==> config.mk <==
export PLATFORM = sky130hd
export DESIGN_NAME = alu4_dec_enc
export DESIGN_NICKNAME = d
export VERILOG_FILES = /design/src/rtl/alu4_pkg.sv /design/src/rtl/alu4_core.sv /design/src/rtl/alu4_dec_enc.sv
export SDC_FILE = /design/constraint.sdc
export NUM_CORES = 1
export LEC_CHECK = 0
export CORE_ASPECT_RATIO = 1.1
export CORE_MARGIN = 10
export CORE_UTILIZATION = 29
export CTS_CLUSTER_SIZE = 30
export DETAILED_ROUTE_END_ITERATION = 7
export DONT_BUFFER_PORTS = 1
export PLACE_DENSITY = 0.45
export RECOVER_POWER = 100
export SYNTH_ARGS = -nofsm -noshare
export SYNTH_HDL_FRONTEND = slang
export SYNTH_SLANG_ARGS = --single-unit
==> constraint.sdc <==
create_clock -name clk -period 1 [get_ports clk]
set_input_delay 0.15 -clock clk [delete_from_list [all_inputs] [get_ports clk]]
set_output_delay 0.15 -clock clk [all_outputs]
set_load 0.05 [all_outputs]
==> src/rtl/alu4_pkg.sv <==
// Shared opcode encodings for the alu4_dec_enc datapath bundle.
package alu4_pkg;

  localparam logic [2:0] OP_ADD = 3'b000;
  localparam logic [2:0] OP_SUB = 3'b001;
  localparam logic [2:0] OP_NOT = 3'b010;
  localparam logic [2:0] OP_AND = 3'b011;
  localparam logic [2:0] OP_OR  = 3'b100;
  localparam logic [2:0] OP_XOR = 3'b101;
  localparam logic [2:0] OP_LT  = 3'b110;
  localparam logic [2:0] OP_EQ  = 3'b111;

endpackage

==> src/rtl/alu4_core.sv <==
// Purely combinational ALU: result plus zero, signed-overflow and carry flags.
module alu4_core
  import alu4_pkg::*;
#(
  parameter int unsigned ALU_W = 4
) (
  input  logic [2:0]       fn_i,
  input  logic [ALU_W-1:0] a_i,
  input  logic [ALU_W-1:0] b_i,
  output logic [ALU_W-1:0] res_o,
  output logic             zero_o,
  output logic             ovf_o,
  output logic             carry_o
);

  localparam int unsigned Msb = ALU_W - 1;

  logic [ALU_W:0] add_full;
  logic [ALU_W:0] sub_full;
  logic           add_ovf;
  logic           sub_ovf;

  assign add_full = {1'b0, a_i} + {1'b0, b_i};
  // Subtract as A + ~B + 1 so the top bit is the "no borrow" carry.
  assign sub_full = {1'b0, a_i} + {1'b0, ~b_i} + {{ALU_W{1'b0}}, 1'b1};

  assign add_ovf = (a_i[Msb] == b_i[Msb]) && (add_full[Msb] != a_i[Msb]);
  assign sub_ovf = (a_i[Msb] != b_i[Msb]) && (sub_full[Msb] != a_i[Msb]);

  always_comb begin
    res_o   = '0;
    ovf_o   = 1'b0;
    carry_o = 1'b0;
    unique case (fn_i)
      OP_ADD: begin
        res_o   = add_full[ALU_W-1:0];
        ovf_o   = add_ovf;
        carry_o = add_full[ALU_W];
      end
      OP_SUB: begin
        res_o   = sub_full[ALU_W-1:0];
        ovf_o   = sub_ovf;
        carry_o = sub_full[ALU_W];
      end
      OP_NOT: res_o = ~a_i;
      OP_AND: res_o = a_i & b_i;
      OP_OR:  res_o = a_i | b_i;
      OP_XOR: res_o = a_i ^ b_i;
      OP_LT:  res_o = {{(ALU_W-1){1'b0}}, sub_full[Msb] ^ sub_ovf};
      OP_EQ:  res_o = {{(ALU_W-1){1'b0}}, a_i == b_i};
      default: res_o = '0;
    endcase
  end

  assign zero_o = (res_o == '0);

endmodule

==> src/rtl/alu4_dec_enc.sv <==
// Registered ALU, 3-to-8 decoder and 8-to-3 priority encoder lanes.
// Define ENC_VALID_EN to add the enc_valid output.
module alu4_dec_enc
  import alu4_pkg::*;
#(
  parameter int unsigned ALU_W = 4
) (
  input  logic             clk,
  input  logic             resetn,
  input  logic [2:0]       alu_fnselec,
  input  logic [ALU_W-1:0] alu_a,
  input  logic [ALU_W-1:0] alu_b,
  output logic [ALU_W-1:0] alu_res,
  output logic             alu_zero,
  output logic             alu_overflow,
  output logic             alu_carry,
  input  logic [2:0]       dec_x,
  input  logic             dec_en,
  output logic [7:0]       dec_y,
  input  logic [7:0]       enc_x,
  input  logic             enc_en,
`ifdef ENC_VALID_EN
  output logic             enc_valid,
`endif
  output logic [2:0]       enc_y
);

  logic [ALU_W-1:0] res_d, res_q;
  logic             zero_d, zero_q;
  logic             ovf_d, ovf_q;
  logic             carry_d, carry_q;
  logic [7:0]       dec_d, dec_q;
  logic [2:0]       enc_d, enc_q;

  alu4_core #(
    .ALU_W (ALU_W)
  ) u_alu4_core (
    .fn_i    (alu_fnselec),
    .a_i     (alu_a),
    .b_i     (alu_b),
    .res_o   (res_d),
    .zero_o  (zero_d),
    .ovf_o   (ovf_d),
    .carry_o (carry_d)
  );

  assign dec_d = dec_en ? (8'b1 << dec_x) : 8'b0;

  // Ascending scan: the highest set bit is the last to write.
  always_comb begin
    enc_d = 3'b000;
    if (enc_en) begin
      for (int unsigned i = 0; i < 8; i++) begin
        if (enc_x[i]) enc_d = 3'(i);
      end
    end
  end

  always_ff @(posedge clk or negedge resetn) begin
    if (!resetn) begin
      res_q   <= '0;
      zero_q  <= 1'b0;
      ovf_q   <= 1'b0;
      carry_q <= 1'b0;
      dec_q   <= '0;
      enc_q   <= '0;
    end else begin
      res_q   <= res_d;
      zero_q  <= zero_d;
      ovf_q   <= ovf_d;
      carry_q <= carry_d;
      dec_q   <= dec_d;
      enc_q   <= enc_d;
    end
  end

  assign alu_res      = res_q;
  assign alu_zero     = zero_q;
  assign alu_overflow = ovf_q;
  assign alu_carry    = carry_q;
  assign dec_y        = dec_q;
  assign enc_y        = enc_q;

`ifdef ENC_VALID_EN
  logic valid_d, valid_q;

  assign valid_d = enc_en & (|enc_x);

  always_ff @(posedge clk or negedge resetn) begin
    if (!resetn) valid_q <= 1'b0;
    else         valid_q <= valid_d;
  end

  assign enc_valid = valid_q;
`endif

endmodule

== After elaboration in Yosys (flattened, before gate mapping) ==
Cells that the tools add are included.

* $add $sub $neg: 3
* Equal/unequal tests: 12
* Shifts and indexed selects: 1
* Multiplexer cells: 12
* Bitwise logic cells: 6
* Reduce and logical (&&, ||, !) cells: 4

{| class="wikitable"
|+ Operators by type and width
! cell !! number
|-
| 4-bit one-hot mux with 8 select lines || 1
|-
| 3-bit two-way mux || 7
|-
| 3-bit equality test (second input constant) || 4
|-
| 4-bit by 4-bit adder with 5-bit output || 2
|-
| 8-bit two-way mux || 1
|-
| 4-bit NOT || 2
|-
| 1-bit by 3-bit << shifter with 8-bit output (first input constant) || 1
|-
| 3-bit by 2-bit equality test with 1-bit output (second input constant) || 2
|-
| 5-bit by 1-bit adder with 5-bit output (second input constant) || 1
|-
| 4-bit bitwise AND || 1
|-
| 4-bit equality test || 1
|-
| 4-bit zero test || 1
|-
| 4-bit OR || 1
|-
| 1-bit one-hot mux with 2 select lines || 2
|-
| 4-bit bitwise XOR || 1
|-
| 3-bit by 1-bit equality test with 1-bit output (second input constant) || 1
|-
| 3-bit zero test || 1
|-
| 1-bit inequality test || 3
|-
| 1-bit logical AND || 2
|-
| 1-bit equality test || 1
|-
| 1-bit two-way mux || 1
|-
| 1-bit bitwise XOR || 1
|}

* Register bits: 18
* Input port bits: 26
* Logic and storage cells: 44

== Logic depth before layout (Yosys ltp) ==
Gate-level depths: netlist of run 1.

* Depth in word-level cells: 8
* Mapped depth: 12

== Hierarchy ==
From an unflattened synthesis of run 1, not the netlist that was laid out.

* Cells, all modules: 133
* Area, all modules: 1237.4 um^2

{| class="wikitable"
|+ Modules (own cells, without submodules)
! module !! instances !! cells an instance !! area an instance (um^2)
|-
| alu4_core || 1 || 90 || 655.6
|-
| alu4_dec_enc || 1 || 43 || 581.8
|}

== Worst setup path after synthesis of run 1 ==
Ideal clock, no wire load.

* Kind: input-to-reg
* From: input alu_a[1]
* To: register zero_q (netlist: alu_zero)
* Setup time: 0.096 ns
* Arrival time: 1.941 ns
* Required time: 0.904 ns
* Slack: -1.036 ns
* Cell stages on the path: 12
* Buffers on the path: 0
* Cell sequence: inv_1 > ha_1 > nor2_1 > nor2_1 > nor2_1 > nor2_1 > fa_1 > nand2b_1 > a31oi_1 > o22a_1 > a21oi_1 > nor4_2

* Elaborated cells on any way between the ends: 13
* Those cells by class: 3 x add/sub; 2 x eq/ne; 1 x mux; 5 x bitwise; 2 x reduce/logical

{| class="wikitable"
|+ RTL lines
! what !! line !! RTL
|-
| start, declared || alu4_dec_enc.sv:11 || <nowiki>input logic [ALU_W-1:0] alu_a,</nowiki>
|-
| 4-bit by 4-bit adder with 5-bit output || alu4_core.sv:25 || <nowiki>assign sub_full = {1'b0, a_i} + {1'b0, ~b_i} + {{ALU_W{1'b0}}, 1'b1};</nowiki>
|-
| 5-bit by 1-bit adder with 5-bit output || alu4_core.sv:25 ||
|-
| 4-bit one-hot mux with 8 select lines * || alu4_core.sv:34 || <nowiki>unique case (fn_i)</nowiki>
|-
| net res_d[3] || alu4_dec_enc.sv:28 || <nowiki>logic [ALU_W-1:0] res_d, res_q;</nowiki>
|-
| 4-bit zero test * || alu4_core.sv:55 || <nowiki>assign zero_o = (res_o == '0);</nowiki>
|-
| net u_alu4_core.zero_o || alu4_core.sv:11 || <nowiki>output logic zero_o,</nowiki>
|-
| end signal, assigned || alu4_dec_enc.sv:69 || <nowiki>zero_q <= zero_d;</nowiki>
|-
| end, declared || alu4_dec_enc.sv:29 || <nowiki>logic zero_d, zero_q;</nowiki>
|}

Mark *: on every way through the listed nets, which the timed path passes. The rest lies on a longest branch.

== Worst setup path in the final report of run 1 ==
* From: input alu_a[1]
* To: register res_q[3] (netlist: alu_res[3])

* Longest elaborated chain between the ends: 3
* Elaborated cells on any way between the ends: 4
* Those cells by class: 3 x add/sub; 1 x mux

{| class="wikitable"
|+ RTL lines
! what !! line !! RTL
|-
| 4-bit by 4-bit adder with 5-bit output || alu4_core.sv:25 ||
|-
| 5-bit by 1-bit adder with 5-bit output || alu4_core.sv:25 ||
|-
| 4-bit one-hot mux with 8 select lines * || alu4_core.sv:34 ||
|-
| net res_d[3] || alu4_dec_enc.sv:28 ||
|-
| end signal, assigned || alu4_dec_enc.sv:68 || <nowiki>res_q <= res_d;</nowiki>
|-
| end, declared || alu4_dec_enc.sv:28 ||
|}

Marked as above.

==> results.toml, run 1 <==
[global_route]
grt_max_degree = 25
antenna_found_initial = 0
overflow = 0
grt_pass1_wl_um = 5188
grtUsageTotal = 0.08655
grt_pass1_vias = 1148

[critical_path]
cpMostUsedCell = "nor2_1"
crit_type = "in2reg"
path_max_fanout = 4
crit_path_start_kind = "primary input"
slowest_stage = "fa_1"
critPathMaxStageDelay_ps = 470
crit_chain = "clkinvlp_4 -> ha_4 -> nor2_2 -> nor2_1 -> nor2_1 -> nor2_1 -> fa_1 -> nand2b_1 -> a31oi_1 -> o22a_1 -> a21oi_2 -> buf_4"
critical_path_required_ps = 1190
critPathCaptureType = "flop"
crit_arrival_ps = 1900

[cells_and_area]
syn2layout_area_growth_pct = 42.17
drive_above_1_share = 0.3636
design_area_um2 = 1772
antennaDiodeCount = 0
stdcell_count = 228
final_common_cell = "buf_4"
nNetsFinal = 218
final_cell_mix = "buf_4, nor2_1, dfrtp_1, ha_1, inv_1"

[floorplan]
coreArea_um2 = 4054
die_area_um2 = 7322
io_pins = 44
initial_core_util = 0.3074
die_h_um = 88.75
rows = 24
fp.dieW_um = 82.50

[power_and_ir_drop]
clkPwrFrac = 0.263
p_sw_frac = 0.3062
p_sw_w = 0.0006511
comb_power_share = 0.366
p_seq_frac = 0.371
p_leak_nw = 0.8213
vdd_drop_max_mv = 0.4187
power_density_nw_per_um2 = 1200
p_int_w = 0.001475

[logic_synthesis]
ys_types = 39
avgSynthCellArea_um2 = 9.370
synth_area_um2 = 1246
syn-num-nets = 174
synth-seq-area-share = 0.3614
synth_warnings = 0
synthCells = 133
ys_seq_elements = 18

[drt]
vias_per_cell = 4.776
drtPass1Iterations = 4
drtIter0Drc = 36
wl_per_cell_um = 14.55
routed_wirelength_um = 3317
drtAntennaViolNets = 0
vias = 1089
drc = 0

[clock_tree]
clk_pin_slew_worst_paths_ps = 60
clock-sinks = 18
cts_buffer_depth = 2
cts_max_level = 1
cts_tree = "built"
cts_inserted_buffers = 3
root_buffer = "clkbuf_8"

[timing]
rsz0062_at_grt = "true"
hold_viol = 0
setup_viol = 7
min_period_ps = 1708
tightestPinTransition_ps = 926.4
maxSlewViolCount = 0
fmax_mhz = 585.5
fin_ws_ps = -708.0
period_share = 1.708
hold_slack_ps = 18.52
slew_headroom = 0.3824

[place]
io_buffers = 0
dp_cells = 214
gp_congestion = 0.7476
hpwl_um = 2725
place_area_um2 = 1573

[job]
max_cap_viol_count = 0

[outcome]
violations = "negative setup slack"
status = "finished with violations"

[worst_hold_path]
min_path_type = "in2async"
## power groups by stage
stage | clock network, W | logic (W) | registers [W]
floorplan | 0 | 0.000318 | 0.000966
global placement | 0 | 0.000669 | 0.000802
detailed placement | 0 | 0.000678 | 0.000803
CTS | 0.000582 | 0.000744 | 0.000789
global route | 0.000617 | 0.000842 | 0.000794
finish | 0.000560 | 0.000777 | 0.000789
## path summary, 6_finish.rpt
kind | start | to
min | resetn | dec_y[3]
max | alu_a[1] | alu_res[3]
min in group clk | enc_en | enc_y[0]
max in group asynchronous | resetn | enc_y[2]
## layout make-up
type	count	area [um2]
well taps	52	65.06
inverters	12	55.05
clock buffers	4	55.05
repair buffers	45	361.6
flip-flops and latches	18	450.4
fillers	396	2282
multi-input cells	97	784.5
## stage by stage
stage	setup slack (ps)	TNS (ps)	power (W)	utilization
after global routing	-835.1	-4653	0.002253	0.4370
after detailed placement	-995.3	-5940	0.001482	0.3880
after global placement	-978.5	-5809	0.001471	0.3880
after floorplan	-888.5	-4386	0.001284	-
after CTS	-698.5	-3572	0.002115	0.4250
final	-708.0	-3991	0.002126	0.4370
## critical path: cells and delay by family
family                     cells  cell delay, ps
buffers and inverters          2             210
and+or+nand+nor                5             370
AOI/OAI and AO/OA              3             410
adders and majority gates      2             750
## cell families after synthesis
group,after synthesis,synth area share
simple gates,50,0.2078
compound gates,28,0.1596
mux,1,0.008032
xor+xnor,3,0.02109
flops,18,0.3614
buf+inv,18,0.07328
fa+ha+maj,15,0.1687
## flip-flops by register name, summed over array words and instances, names as in the netlist
name          count
dec_y             8
alu_res           4
enc_y             3
alu_carry         1
alu_overflow      1
alu_zero          1
## cells in the mapped netlist, drive strengths merged
master,instances,area share
nor2,19,0.057
dfrtp,18,0.36
ha,12,0.12
inv,12,0.036
a21oi,9,0.039
nand2,7,0.021
nand2b,6,0.030
nor3,6,0.028
buf,5,0.034
a31oi,3,0.015
fa,3,0.048
nor3b,3,0.018
nor4,3,0.020
o21ai,3,0.012
nor2b,2,0.010
o21a,2,0.012
o31a,2,0.014
xnor2,2,0.014
a2111oi,1,0.0080
a21o,1,0.0060
a221o,1,0.0080
a22oi,1,0.010
and3,1,0.0050
clkbuf,1,0.0030
mux2i,1,0.0080
nand3,1,0.0040
nand4b,1,0.0070
nor4b,1,0.0070
o221ai,1,0.0070
o22a,1,0.0070
o22ai,1,0.0050
o32ai,1,0.0070
o41a,1,0.0090
xor2,1,0.0070
## what timing repair did
| action | 4_1_cts | 5_1_grt |
|---|---|---|
| pin swaps | 6 | 11 |
| hold buffers | 6 | 0 |
| endpoints found under the hold margin | 22 | 0 |
| setup endpoints to repair | 7 | 25 |
| resized for setup | 7 | 8 |
| buffers inserted | 0 | 4 |
## metal layers
metal,vias to the layer above,routed length [um],global-route usage
met5,-,0,0
met4,0,30,0.02740
met1,507,1193,0.08691
met2,37,1773,0.1592
met3,4,320,0.03347
li1,541,-,-
Note: power is estimated with default switching activity, not from simulation.
==> run 2, diff against run 1 <==
--- a/config.mk
+++ b/config.mk
@@ -5,7 +5,7 @@
 export SDC_FILE = /design/constraint.sdc
 export NUM_CORES = 1
 export LEC_CHECK = 0
-export CORE_ASPECT_RATIO = 1.1
+export CORE_ASPECT_RATIO = 0.8
 export CORE_MARGIN = 10
 export CORE_UTILIZATION = 29
 export CTS_CLUSTER_SIZE = 30
==> run 2 against run 1 <==
Against the previous run: the run ends with negative hold slack, negative setup slack left; critical path depth unchanged; core utilization decreased by 2.0 points; maximum frequency increased by 1.3%; largest cell class unchanged.
==> results.toml, run 2 (synthesis gave the netlist of run 1 again) <==
[job]
max_cap_viol_count = 0

[cells_and_area]
final_cell_mix = "buf_4, nor2_1, dfrtp_1, ha_1, inv_1"
drive_above_1_share = 0.3372
final_common_cell = "buf_4"
syn2layout_area_growth_pct = 39.96
nNetsFinal = 214
antennaDiodeCount = 0
fillerInstances = 406
largest_reg_flops = 8

[critical_path]
worstSetupEndpoint = "alu_zero"
slowest_stage = "fa_1"
crit_type = "in2reg"
crit_path_start_kind = "primary input"
crit_chain = "clkinvlp_4 -> ha_4 -> nor2_2 -> nor2_1 -> nor2_1 -> nor2_1 -> fa_1 -> nand2b_1 -> a31oi_1 -> o22a_1 -> a21oi_2 -> nor4_2"
cpMostUsedCell = "nor2_1"
critPathMaxStageDelay_ps = 450
critical_path_required_ps = 1120
cp-startpoint = "alu_b[1]"
crit_arrival_ps = 1810
path_max_fanout = 3
critPathCaptureType = "flop"

[global_route]
grt_max_degree = 25
grtUsageTotal = 0.08697
grt_pass1_wl_um = 5278
antenna_found_initial = 0
grt_pass1_vias = 1114
overflow = 0

[floorplan]
die_area_um2 = 7335
coreArea_um2 = 4178
initial_core_util = 0.2983
die_h_um = 78.63
rows = 21
io_pins = 44
fp.dieW_um = 93.29

[drt]
drtAntennaViolNets = 0
wl_per_cell_um = 13.62
vias_per_cell = 4.537
drc = 0
routed_wirelength_um = 3119
vias = 1039
drtIter0Drc = 32
drtPass1Iterations = 4

[outcome]
violations = "negative hold slack, negative setup slack"
status = "finished with violations"

[clock_tree]
clock-sinks = 18
postCtsSetupBuffers = 0
cts_max_level = 1
root_buffer = "clkbuf_8"
clk_pin_slew_worst_paths_ps = 60
cts_tree = "built"
cts_inserted_buffers = 3
cts_buffer_depth = 2

[worst_hold_path]
min_path_type = "in2async"

[timing]
hold_viol = 18
maxSlewViolCount = 0
fmax_mhz = 593.3
slew_headroom = 0.4208
period_share = 1.685
fin_ws_ps = -685.5
tightestPinTransition_ps = 868.8
rsz0062_at_grt = "true"
hold_slack_ps = -10.06
setup_viol = 7
min_period_ps = 1685

[place]
hpwl_um = 2524
gp_congestion = 0.7669
io_buffers = 0
dp_slack_ps = -960.9

[power_and_ir_drop]
vdd_drop_max_mv = 0.5941
p_leak_nw = 0.7998
power_density_nw_per_um2 = 1192
run 2: critical path, delay by kind of cell:
family	cells	cell delay, ps
AO/OA/AOI/OAI	3	390
AND/OR/NAND/NOR	6	430
adder cells (fa/ha/maj)	2	730
buffers and inverters	1	90
run 2: metal layers:
layer / part of all wire / global-route usage / wire length (um) / vias to the layer above
met2: 0.52 / 0.1507 / 1608 / 20
met4: 0.012 / 0.02308 / 36 / 0
met1: 0.41 / 0.09790 / 1275 / 482
met5: 0 / 0 / 0 / -
met3: 0.064 / 0.03232 / 199 / 4
li1: - / - / - / 533
run 2: metrics by stage:
| stage | TNS (ps) | instance area, um2 | utilization | power [W] | instances |
|---|---|---|---|---|---|
| after global placement | -5778 | 1579 | 0.3780 | 0.001464 | 219 |
| after CTS | -3556 | 1725 | 0.4130 | 0.002098 | 229 |
| after floorplan | -4386 | 1291 | - | 0.001284 | 133 |
| after detailed placement | -5904 | 1579 | 0.3780 | 0.001466 | 219 |
| after global routing | -4200 | 1744 | 0.4175 | 0.002193 | 229 |
| final | -3467 | 1744 | 0.4175 | 0.002080 | 229 |
run 2: where the power goes:
group / switching [W] / internal [W] / total (W)
sequential: 0.0000121 / 0.000774 / 0.000786
clock: 0.000214 / 0.000349 / 0.000564
combinational: 0.000417 / 0.000314 / 0.000730
run 2: layout make-up:
type / instances / area [um2] / share of cell area
Multi-Input combinational cell: 97 / 792.0 / 0.4541
Clock buffer: 4 / 55.05 / 0.03156
Tap cell: 57 / 71.32 / 0.04089
Timing Repair Buffer: 41 / 320.3 / 0.1836
Inverter: 12 / 55.05 / 0.03156
Sequential cell: 18 / 450.4 / 0.2583
run 2: timing repair:
item | in CTS | in global routing
endpoints found under the setup margin | 7 | 25
resized for setup | 7 | 5
hold buffers | 6 | 0
pin swaps | 6 | 3
hold endpoints to repair | 22 | 0
run 2: worst min path at each step:
stage	endpoint	start	cells after the start	slack (ps)
5_1_grt	enc_y[0]	enc_en	1	20
4_1_cts	enc_y[0]	enc_en	1	20
6_report	dec_y[2]	resetn	1	-10
3_5_place_dp	dec_y[0]	resetn	0	-150
2_1_floorplan	alu_carry	resetn	0	-150
3_3_place_gp	dec_y[0]	resetn	0	-150
==> run 3, diff against run 2 <==
--- a/config.mk
+++ b/config.mk
@@ -5,6 +5,7 @@
 export SDC_FILE = /design/constraint.sdc
 export NUM_CORES = 1
 export LEC_CHECK = 0
+export ABC_AREA = 1
 export CORE_ASPECT_RATIO = 0.8
 export CORE_MARGIN = 10
 export CORE_UTILIZATION = 29
==> run 3 against run 2 <==
Against the previous run: the run still ends with negative hold slack, negative setup slack left; synthesized area increased by 4.1%; non-clock buffer count increased by 2; global-route usage increased by 0.21 points; total power increased by 1.5%; sequential share of layout area decreased by 0.77 points; core utilization increased by 0.49 points; critical path type unchanged; critical endpoint is now alu_overflow; largest power group unchanged; highest routed layer unchanged.
==> results.toml, run 3 <==
[outcome]
status = "finished with violations"
violations = "negative hold slack, negative setup slack"

[global_route]
grt_max_degree = 19
grtUsageTotal = 0.08907
antenna_found_initial = 0
grt_pass1_wl_um = 5464
grt_pass1_vias = 1217
overflow = 0

[floorplan]
coreArea_um2 = 4257
rows = 21
die_area_um2 = 7566
initial_core_util = 0.3048
io_pins = 44
die_h_um = 79.83
fp.dieW_um = 94.79

[power_and_ir_drop]
p_int_w = 0.001414
power_density_nw_per_um2 = 1174
p_sw_frac = 0.3298
p_seq_frac = 0.373
clkPwrFrac = 0.273
power_w = 0.002110
vdd_drop_max_mv = 0.5150
p_sw_w = 0.0006959
p_leak_nw = 0.9813
comb_power_share = 0.355

[drt]
vias = 1199
wl_per_cell_um = 12.31
drtAntennaViolNets = 0
vias_per_cell = 4.344
drtPass1Iterations = 4
routed_wirelength_um = 3397
drtIter0Drc = 101
drc = 0

[timing]
tightestPinTransition_ps = 894.8
rsz0062_at_grt = "true"
min_period_ps = 1469
hold_slack_ps = -1.269
setup_viol = 7
fin_ws_ps = -469.1
slew_headroom = 0.4035
fmax_mhz = 680.7
hold_viol = 2
maxSlewViolCount = 0
period_share = 1.469

[logic_synthesis]
synth_warnings = 0
ys_async_sr_fraction = 1.000
synth.area.top_cells = "dfrtp_1, ha_1, nand2_1"
avgSynthCellArea_um2 = 7.457
syn-num-nets = 215
synth_most_common_cell = "nand2_1"
synth_area_um2 = 1297
synth-seq-area-share = 0.3472
yosysTopAreaCell = "dfrtp_1"
synth_top_cell_area_share = 0.3472
ys_types = 25
synth_edf_count = 0
synthCells = 174
ys_seq_elements = 18
synth_ff_type = "dfrtp_1"
synth_common_cells = "nand2_1, inv_1, nor2_1"

[cells_and_area]
nNetsFinal = 261
stdcell_count = 276
largest_reg_flops = 8
final_cell_mix = "buf_4, nand2_1, inv_1, nor2_1, dfrtp_1"
final_common_cell = "buf_4"
drive_above_1_share = 0.3516
antennaDiodeCount = 0
syn2layout_area_growth_pct = 38.57

[clock_tree]
cts_inserted_buffers = 3
cts_max_level = 1
clk_pin_slew_worst_paths_ps = 70
cts_tree = "built"
root_buffer = "clkbuf_8"
cts_buffer_depth = 2
clock-sinks = 18

[worst_hold_path]
min_path_type = "in2async"

[critical_path]
path_max_fanout = 3
critical_path_required_ps = 1180
worstSetupEndpoint = "alu_overflow"
crit_path_start_kind = "primary input"
critPathCaptureType = "flop"
cp-startpoint = "alu_b[1]"
crit_type = "in2reg"
crit_arrival_ps = 1650

[job]
max_cap_viol_count = 0

[place]
io_buffers = 0
gp_congestion = 0.8424
dp_cells = 263
hpwl_um = 2859
[run 3: worst min path at each step]
stage                            to  slack (ps)  startpoint  cells past startpoint
after floorplan           alu_carry        -150      resetn                      0
after global placement     dec_y[0]        -150      resetn                      0
after detailed placement   dec_y[0]        -150      resetn                      0
after CTS                  enc_y[1]          40      enc_en                      2
after global routing       dec_y[5]          40    dec_x[0]                      2
final                      dec_y[6]          -1      resetn                      1
[run 3: what timing repair did]
action / in CTS / in global routing
setup buffers: 4 / 5
pin swaps: 3 / 7
endpoints found under the setup margin: 7 / 25
gates resized for setup: 8 / 6
hold buffers: 1 / 0
hold endpoints to repair: 18 / 0
[run 3: cells by family after synthesis]
kind of cell,synth area share
and+or+nand+nor,0.2931
buffers and inverters,0.1128
AOI/OAI and AO/OA,0.07811
DFF,0.3472
adders and majority gates,0.1620
xor gates and xnor gates,0.006751
[run 3: final cells by class]
class	instances	area, um2
flip-flops and latches	18	450.4
inverters	34	135.1
repair buffers	43	322.8
clock buffers	4	55.05
multi-input cells	120	763.2
fillers	448	2459
well taps	57	71.32
[run 3: metal layers]
metal  wire, um  vias up  track usage
met4         31        0      0.02985
met3        269        2      0.03195
met1       1447      543       0.1028
li1           -      627            -
met2       1650       27       0.1493
met5          0        -            0
[run 3: stage by stage]
stage / util / area, um2 / TNS, ps / hold slack, ps / setup WS, ps
3_5_place_dp: 0.3857 / 1642 / -4182 / -145.0 / -764.8
2_1_floorplan: - / 1334 / -3211 / -145.6 / -667.4
3_3_place_gp: 0.3857 / 1642 / -3957 / -145.1 / -702.4
6_report: 0.4224 / 1798 / -2702 / -1.269 / -469.1
4_1_cts: 0.4103 / 1747 / -2355 / 38.47 / -460.6
5_1_grt: 0.4224 / 1798 / -3278 / 36.92 / -560.6
[run 3: power groups by stage]
stage	logic, W	registers, W	clock network, W
6_report	0.000749	0.000786	0.000575
5_1_grt	0.000827	0.000790	0.000624
4_1_cts	0.000722	0.000787	0.000587
3_5_place_dp	0.000668	0.000801	0
3_3_place_gp	0.000665	0.000801	0
2_1_floorplan	0.000290	0.000972	0
[run 3: critical path, cell delays in order]
cell and delay, ps:
clkinvlp_4 90, ha_4 300, o21bai_4 60, a21oi_2 150, fa_2 460, buf_4 150, a21oi_2 100, o21ai_1 70
o21ai_1 120
